File: src/rtl/fx_pkg.sv
// rtl/fx_pkg.sv - shared Q10.10 constants and FSM state encoding for the fx operator family
package fx_pkg;

  localparam int DATA_W = 20;
  localparam int FRAC_W = 10;
  localparam int EXP_W  = 3;

  localparam logic [DATA_W-1:0] ONE     = 20'h00400;
  localparam logic [DATA_W-1:0] SAT_MAX = {DATA_W{1'b1}};

  typedef enum logic [1:0] {
    IDLE = 2'd0,
    MUL  = 2'd1,
    DONE = 2'd2
  } fx_state_e;

endpackage

File: src/rtl/fx_power_if.sv
// rtl/fx_power_if.sv - request/result pulse bus of the fx_power operator
interface fx_power_if;
  import fx_pkg::*;

  logic              in_valid;
  logic [DATA_W-1:0] in_data_1;
  logic [EXP_W-1:0]  in_data_2;
  logic              out_valid;
  logic [DATA_W-1:0] out_data;
  logic              out_ovf;

  modport master (
    output in_valid, in_data_1, in_data_2,
    input  out_valid, out_data, out_ovf
  );

  modport slave (
    input  in_valid, in_data_1, in_data_2,
    output out_valid, out_data, out_ovf
  );

endinterface

File: src/rtl/fx_mul_sat.sv
// rtl/fx_mul_sat.sv - combinational Q10.10 multiply, shift and saturate; FX_POWER_ROUND_EN selects round-half-up
module fx_mul_sat
  import fx_pkg::*;
(
  input  logic [DATA_W-1:0] a_i,
  input  logic [DATA_W-1:0] b_i,
  output logic [DATA_W-1:0] y_o,
  output logic              sat_o
);

  localparam int PW = 2 * DATA_W;
  localparam int QW = PW - FRAC_W;

`ifdef FX_POWER_ROUND_EN
  localparam logic [PW-1:0] RND = {{(PW-1){1'b0}}, 1'b1} << (FRAC_W - 1);
`else
  localparam logic [PW-1:0] RND = '0;
`endif

  logic [PW-1:0] a_w;
  logic [PW-1:0] b_w;
  logic [QW-1:0] q;

  assign a_w = {{DATA_W{1'b0}}, a_i};
  assign b_w = {{DATA_W{1'b0}}, b_i};

  // The full product cannot reach 2^PW even after rounding, so dropping the
  // top FRAC_W bits of the shifted value loses nothing.
  assign q     = QW'((a_w * b_w + RND) >> FRAC_W);
  assign sat_o = |q[QW-1:DATA_W];
  assign y_o   = sat_o ? SAT_MAX : q[DATA_W-1:0];

endmodule

File: src/rtl/fx_power.sv
// rtl/fx_power.sv - iterative Q10.10 base^k unit, one multiply per cycle (rounding via FX_POWER_ROUND_EN)
module fx_power
  import fx_pkg::*;
(
  input  logic        clk,
  input  logic        rst,
  fx_power_if.slave   bus
);

  fx_state_e         state_q, state_d;
  logic [DATA_W-1:0] base_q, base_d;
  logic [EXP_W-1:0]  exp_q, exp_d;
  logic [DATA_W-1:0] acc_q, acc_d;
  logic [EXP_W-1:0]  cnt_q, cnt_d;
  logic              ovf_q, ovf_d;
  logic              out_valid_q, out_valid_d;
  logic [DATA_W-1:0] out_data_q, out_data_d;
  logic              out_ovf_q, out_ovf_d;

  logic [DATA_W-1:0] mul_y;
  logic              mul_sat;

  fx_mul_sat u_mul (
    .a_i   (acc_q),
    .b_i   (base_q),
    .y_o   (mul_y),
    .sat_o (mul_sat)
  );

  always_comb begin
    state_d     = state_q;
    base_d      = base_q;
    exp_d       = exp_q;
    acc_d       = acc_q;
    cnt_d       = cnt_q;
    ovf_d       = ovf_q;
    out_valid_d = 1'b0;
    out_data_d  = out_data_q;
    out_ovf_d   = out_ovf_q;

    unique case (state_q)
      IDLE: begin
        if (bus.in_valid) begin
          base_d  = bus.in_data_1;
          exp_d   = bus.in_data_2;
          acc_d   = ONE;
          cnt_d   = '0;
          ovf_d   = 1'b0;
          state_d = (bus.in_data_2 == '0) ? DONE : MUL;
        end
      end
      MUL: begin
        // Saturation is sticky: once clipped, later multiplies cannot recover.
        if (mul_sat || ovf_q) begin
          acc_d = SAT_MAX;
          ovf_d = 1'b1;
        end else begin
          acc_d = mul_y;
        end
        cnt_d = cnt_q + EXP_W'(1);
        if (cnt_q == exp_q - EXP_W'(1)) begin
          state_d = DONE;
        end
      end
      DONE: begin
        out_valid_d = 1'b1;
        out_data_d  = acc_q;
        out_ovf_d   = ovf_q;
        state_d     = IDLE;
      end
      default: state_d = IDLE;
    endcase
  end

  always_ff @(posedge clk) begin
    if (rst) begin
      state_q     <= IDLE;
      base_q      <= '0;
      exp_q       <= '0;
      acc_q       <= '0;
      cnt_q       <= '0;
      ovf_q       <= 1'b0;
      out_valid_q <= 1'b0;
      out_data_q  <= '0;
      out_ovf_q   <= 1'b0;
    end else begin
      state_q     <= state_d;
      base_q      <= base_d;
      exp_q       <= exp_d;
      acc_q       <= acc_d;
      cnt_q       <= cnt_d;
      ovf_q       <= ovf_d;
      out_valid_q <= out_valid_d;
      out_data_q  <= out_data_d;
      out_ovf_q   <= out_ovf_d;
    end
  end

  assign bus.out_valid = out_valid_q;
  assign bus.out_data  = out_data_q;
  assign bus.out_ovf   = out_ovf_q;

endmodule
File: src/flat_wrapper.sv
// flat-port wrapper written by rule: the top's interface ports become plain ports
module fx_power_flat import fx_pkg::*;
  (clk, rst, bus_in_valid, bus_in_data_1, bus_in_data_2, bus_out_valid, bus_out_data, bus_out_ovf);
  fx_power_if bus_i ();
  input  logic clk;
  input  logic rst;
  input wire logic [$bits(bus_i.in_valid)-1:0] bus_in_valid;
  input wire logic [$bits(bus_i.in_data_1)-1:0] bus_in_data_1;
  input wire logic [$bits(bus_i.in_data_2)-1:0] bus_in_data_2;
  output wire logic [$bits(bus_i.out_valid)-1:0] bus_out_valid;
  output wire logic [$bits(bus_i.out_data)-1:0] bus_out_data;
  output wire logic [$bits(bus_i.out_ovf)-1:0] bus_out_ovf;
  assign bus_i.in_valid = bus_in_valid;
  assign bus_i.in_data_1 = bus_in_data_1;
  assign bus_i.in_data_2 = bus_in_data_2;
  assign bus_out_valid = bus_i.out_valid;
  assign bus_out_data = bus_i.out_data;
  assign bus_out_ovf = bus_i.out_ovf;
  fx_power u_core (.clk(clk), .rst(rst), .bus(bus_i));
endmodule
File: config.mk
export PLATFORM = sky130hd
export DESIGN_NAME = fx_power_flat
export DESIGN_NICKNAME = d
export VERILOG_FILES = /design/src/rtl/fx_pkg.sv /design/src/rtl/fx_power_if.sv /design/src/rtl/fx_mul_sat.sv /design/src/rtl/fx_power.sv /design/src/flat_wrapper.sv
export SDC_FILE = /design/constraint.sdc
export NUM_CORES = 1
export LEC_CHECK = 0
export BUFFER_PORTS_ARGS = -buffer_cell sky130_fd_sc_hd__buf_2
export CELL_PAD_IN_SITES_DETAIL_PLACEMENT = 1
export CELL_PAD_IN_SITES_GLOBAL_PLACEMENT = 2
export CORE_MARGIN = 2
export CORE_UTILIZATION = 25
export DETAILED_ROUTE_END_ITERATION = 6
export PLACE_DENSITY = 0.53
export SLEW_MARGIN = 5
export SYNTH_ARGS = -nofsm -noshare
export SYNTH_HDL_FRONTEND = slang
export SYNTH_SLANG_ARGS = --single-unit
File: constraint.sdc
create_clock -name clk -period 18.8 [get_ports clk]
set_input_delay 1.88 -clock clk [delete_from_list [all_inputs] [get_ports clk]]
set_output_delay 1.88 -clock clk [all_outputs]
set_load 0.1 [all_outputs]
==> summary.txt <==
Setup path
  • CP arrival: 8.26 ns
  • Critical path start-end classification: reg -> reg
  • Register-to-Register Path Depth: 23
  • Required time of the worst setup path: 19.00 ns
  • Critical Path Start Type: flip-flop
  • Maximum fanout count along the critical path: 23
  • Type of element capturing the critical path: flip-flop

Hold path
  • Hold crit path type: reg -> reg
  • Cell depth of the worst hold path: 2

Global routing
  • Number of global-route vias before repair: 14300
  • Wire length of the first global-routing pass: 85300 µm
  • Antenna violations before repair: 2
  • Overall global routing resource usage: 16.5%
  • Maximum number of pins on one net before global-route repair: 73
  • Total grt overflow: 0

Timing
  • Upper clock frequency limit: 124 MHz
  • Period utilization: 42.9%
  • Worst slew slack as a fraction of its limit: 27.2%
  • Setup TNS after final layout: 0 ns
  • Final critical-path setup slack: 10.74 ns
  • Final-report setup violation count: 0
  • Count of endpoints failing hold in the final timing report: 0
  • Final Skew: 0.0100 ns
  • Slew @ Worst Pin: 1.09 ns
  • Number of max-slew violations in the final report: 0
  • Min Clock Period, post-route: 8.06 ns
  • RSZ-0062 raised after global routing: false

Flow run
  • Count of maximum capacitance violations: 0

Pwr
  • Peak ir drop on the vdd network: 0.0416 mV
  • Clock share of power: 28.9%
  • Total power density per cell area: 34.3 nW/µm²
  • Net switching power: 0.277 mW
  • Combinational group share of total power: 41.4%
  • Int Power: 0.331 mW
  • Standby leakage power: 8.71 nW
  • Sw Ratio: 45.5%
  • Sequential power share: 29.7%

Clock tree
  • Insertion delay of the later-clocked pin in the worst-skew pair: 0.37 ns
  • Reg clk slew, reported paths: 0.07 ns
  • Root buffer cell: clkbuf_16
  • CTS hold repair buffers: 0
  • CTS Sinks: 71
  • Clock buffer depth: 2
  • Number of buffers added for setup after CTS: 0
  • Clock buffer count from CTS: 9
  • CTS tree: done
  • Cts repair resizes: 0
  • H-tree Lvls: 3

Logic synthesis
  • Cell taking the most area after synthesis: fa_1
  • Number of cells produced by synthesis: 1902
  • Flip-flop cell with the highest count after synthesis: dfxtp_1
  • Top-area cell type share of the netlist area: 39.1%
  • Number of synthesized flops with an enable pin: 0
  • Async set or reset register ratio after synthesis: 0%
  • Count of cell types in the netlist: 56
  • Yosys warning total: 0
  • Average size of a mapped cell: 8.60 µm²
  • Leading cell types by total area after synthesis: fa_1, ha_1, and2_1, dfxtp_1, inv_1
  • Post-synthesis instance area: 16400 µm²
  • Syn nets: 2397
  • Dominant cell by count in the synthesized netlist: inv_1
  • Most common library cells after synthesis: inv_1, fa_1, nand2_1
  • Sequential share of the synthesized area: 8.69%
  • Post-synthesis register bit count: 71

Place
  • Buffers added on ports: 47
  • Placed wire-length estimate: 42100 µm
  • Routability Congestion: 0.818
  • Post-placement worst setup slack: 10.65 ns

Die
  • Starting utilization of the core area: 25.3%
  • Number of placement rows: 93
  • X dimension of the die: 260 µm
  • I/O pin count: 48
  • Die Footprint: 67500 µm²
  • Total core area: 64600 µm²
  • Die Y-Extent: 260 µm

Route
  • Total DRC errors in the routed layout: 0
  • Vias per cell: 4.51
  • Number of optimization iterations in the first detailed-route pass: 6
  • DRC violation total after the first TritonRoute iteration: 392
  • WL final: 52500 µm
  • Total number of vias: 12400
  • Final antenna-violating net count: 0
  • Routed len/inst: 19.2 µm

Finish
  • Share of post-route cells with drive strength above 1: 5.89%
  • Area growth from synthesis to layout: 8.52%
  • Final net count: 2374

Run status
  • Outcome: completed
[per-stage QoR]
step	instances	hold slack [ns]	power (mW)	instance area, µm²	utilization, %
after floorplan	1902	0.436	0.340	16400	-
after global placement	2723	0.440	0.442	17500	27.0
after detailed placement	2723	0.445	0.444	17500	27.0
after CTS	2739	0.454	0.627	17700	27.5
after global routing	2739	0.482	0.658	17700	27.5
final	2740	0.453	0.608	17700	27.5
[worst paths after layout]
path	slack, ns	endpoint	startpoint
max	10.74	u_core.acc_q[7]$_SDFFE_PP0P_	u_core.acc_q[13]$_SDFFE_PP0P_
min	0.45	u_core.bus.out_data[9]$_SDFFE_PP0P_	u_core.bus.out_data[9]$_SDFFE_PP0P_
max reg2reg	10.74	u_core.acc_q[7]$_SDFFE_PP0P_	u_core.acc_q[13]$_SDFFE_PP0P_
min reg2reg	0.45	u_core.bus.out_data[9]$_SDFFE_PP0P_	u_core.bus.out_data[9]$_SDFFE_PP0P_
[layout by cell type, fill, tap and decap left out, types with 3 or more instances in the layout]
cell type and count:
ha_1 150, buf_4 37, nor2b_1 4, nand2_1 277, nand4_1 13, o211ai_1 6
a21o_1 6, a211o_1 4, or3_1 5, fa_1 319, nor2_1 29, o21bai_1 5
xor2_1 15, a211oi_1 22, inv_1 352, o21ai_0 23, and4_1 3, a31oi_1 5
a311oi_1 4, a21oi_1 125, nor4_1 4, o21a_1 10, o31ai_1 4, nand2b_1 4
a31o_2 3, nor3_1 11, nand3_1 6, buf_2 47, a221o_1 4, and2_1 255
clkbuf_16 9, dfxtp_1 71, xnor2_1 18
[critical path, stage by stage (launching register included)]
cell and delay [ns]:
dfxtp_1 1.04, and2_1 0.26, fa_1 0.44, fa_1 0.51, inv_1 0.05, fa_1 0.47, inv_1 0.05, fa_1 0.48
fa_1 0.52, fa_1 0.54, inv_1 0.06, fa_1 0.48, inv_1 0.04, ha_1 0.42, nand4_1 0.17, or3_1 0.36
o211ai_1 0.11, o211ai_1 0.20, a2111oi_1 0.40, mux2_2 0.38, a21oi_1 0.10, and4_1 0.21, and4_4 0.43, a311oi_1 0.15
[power by group through the flow]
| stage | clock [mW] | combinational [mW] | sequential, mW |
|---|---|---|---|
| after floorplan | 0 | 0.168 | 0.172 |
| after global placement | 0 | 0.258 | 0.184 |
| after detailed placement | 0 | 0.259 | 0.185 |
| after CTS | 0.184 | 0.261 | 0.182 |
| after global routing | 0.189 | 0.286 | 0.183 |
| final | 0.176 | 0.252 | 0.181 |
[area by class of cell]
cell class	instances	area, µm²
repair buffers	84	513
clock buffers	9	225
diodes	1	2.50
fillers	7662	46800
flip-flops and latches	71	1420
well taps	855	1070
clock inverters	7	53.8
multi-input cells	1361	13100
inverters	352	1320
[cells by family (layout without fill, tap and decap cells)]
logic type	count (synthesis)	after routing	synth area share (%)
other	0	1	0
xor gates and xnor gates	33	33	1.77
adders and majority gates	469	469	50.5
DFF	71	71	8.69
muxes	2	2	0.130
AOI/OAI and AO/OA	235	235	8.76
and+or+nand+nor	622	622	19.1
buffers and inverters	470	452	11.0
[routing by layer]
layer  vias up  GRT usage, %  wire (µm)
met2        97          29.3      26600
met3        13          1.37       1190
met5         -             0          0
li1       5759             -          -
met1      6484          22.2      24300
met4         0          2.17        439
[state kept, by name, summed over array words and instances (netlist names)]
| signal | cells |
|---|---|
| u_core.ovf_q | 1 |
| u_core.acc_q | 20 |
| u_core.exp_q | 3 |
| u_core.state_q | 2 |
| u_core.bus.out_valid | 1 |
| u_core.bus.out_data | 20 |
| u_core.cnt_q | 3 |
| u_core.base_q | 20 |
| u_core.bus.out_ovf | 1 |
Power figures use the tool's default switching activity.
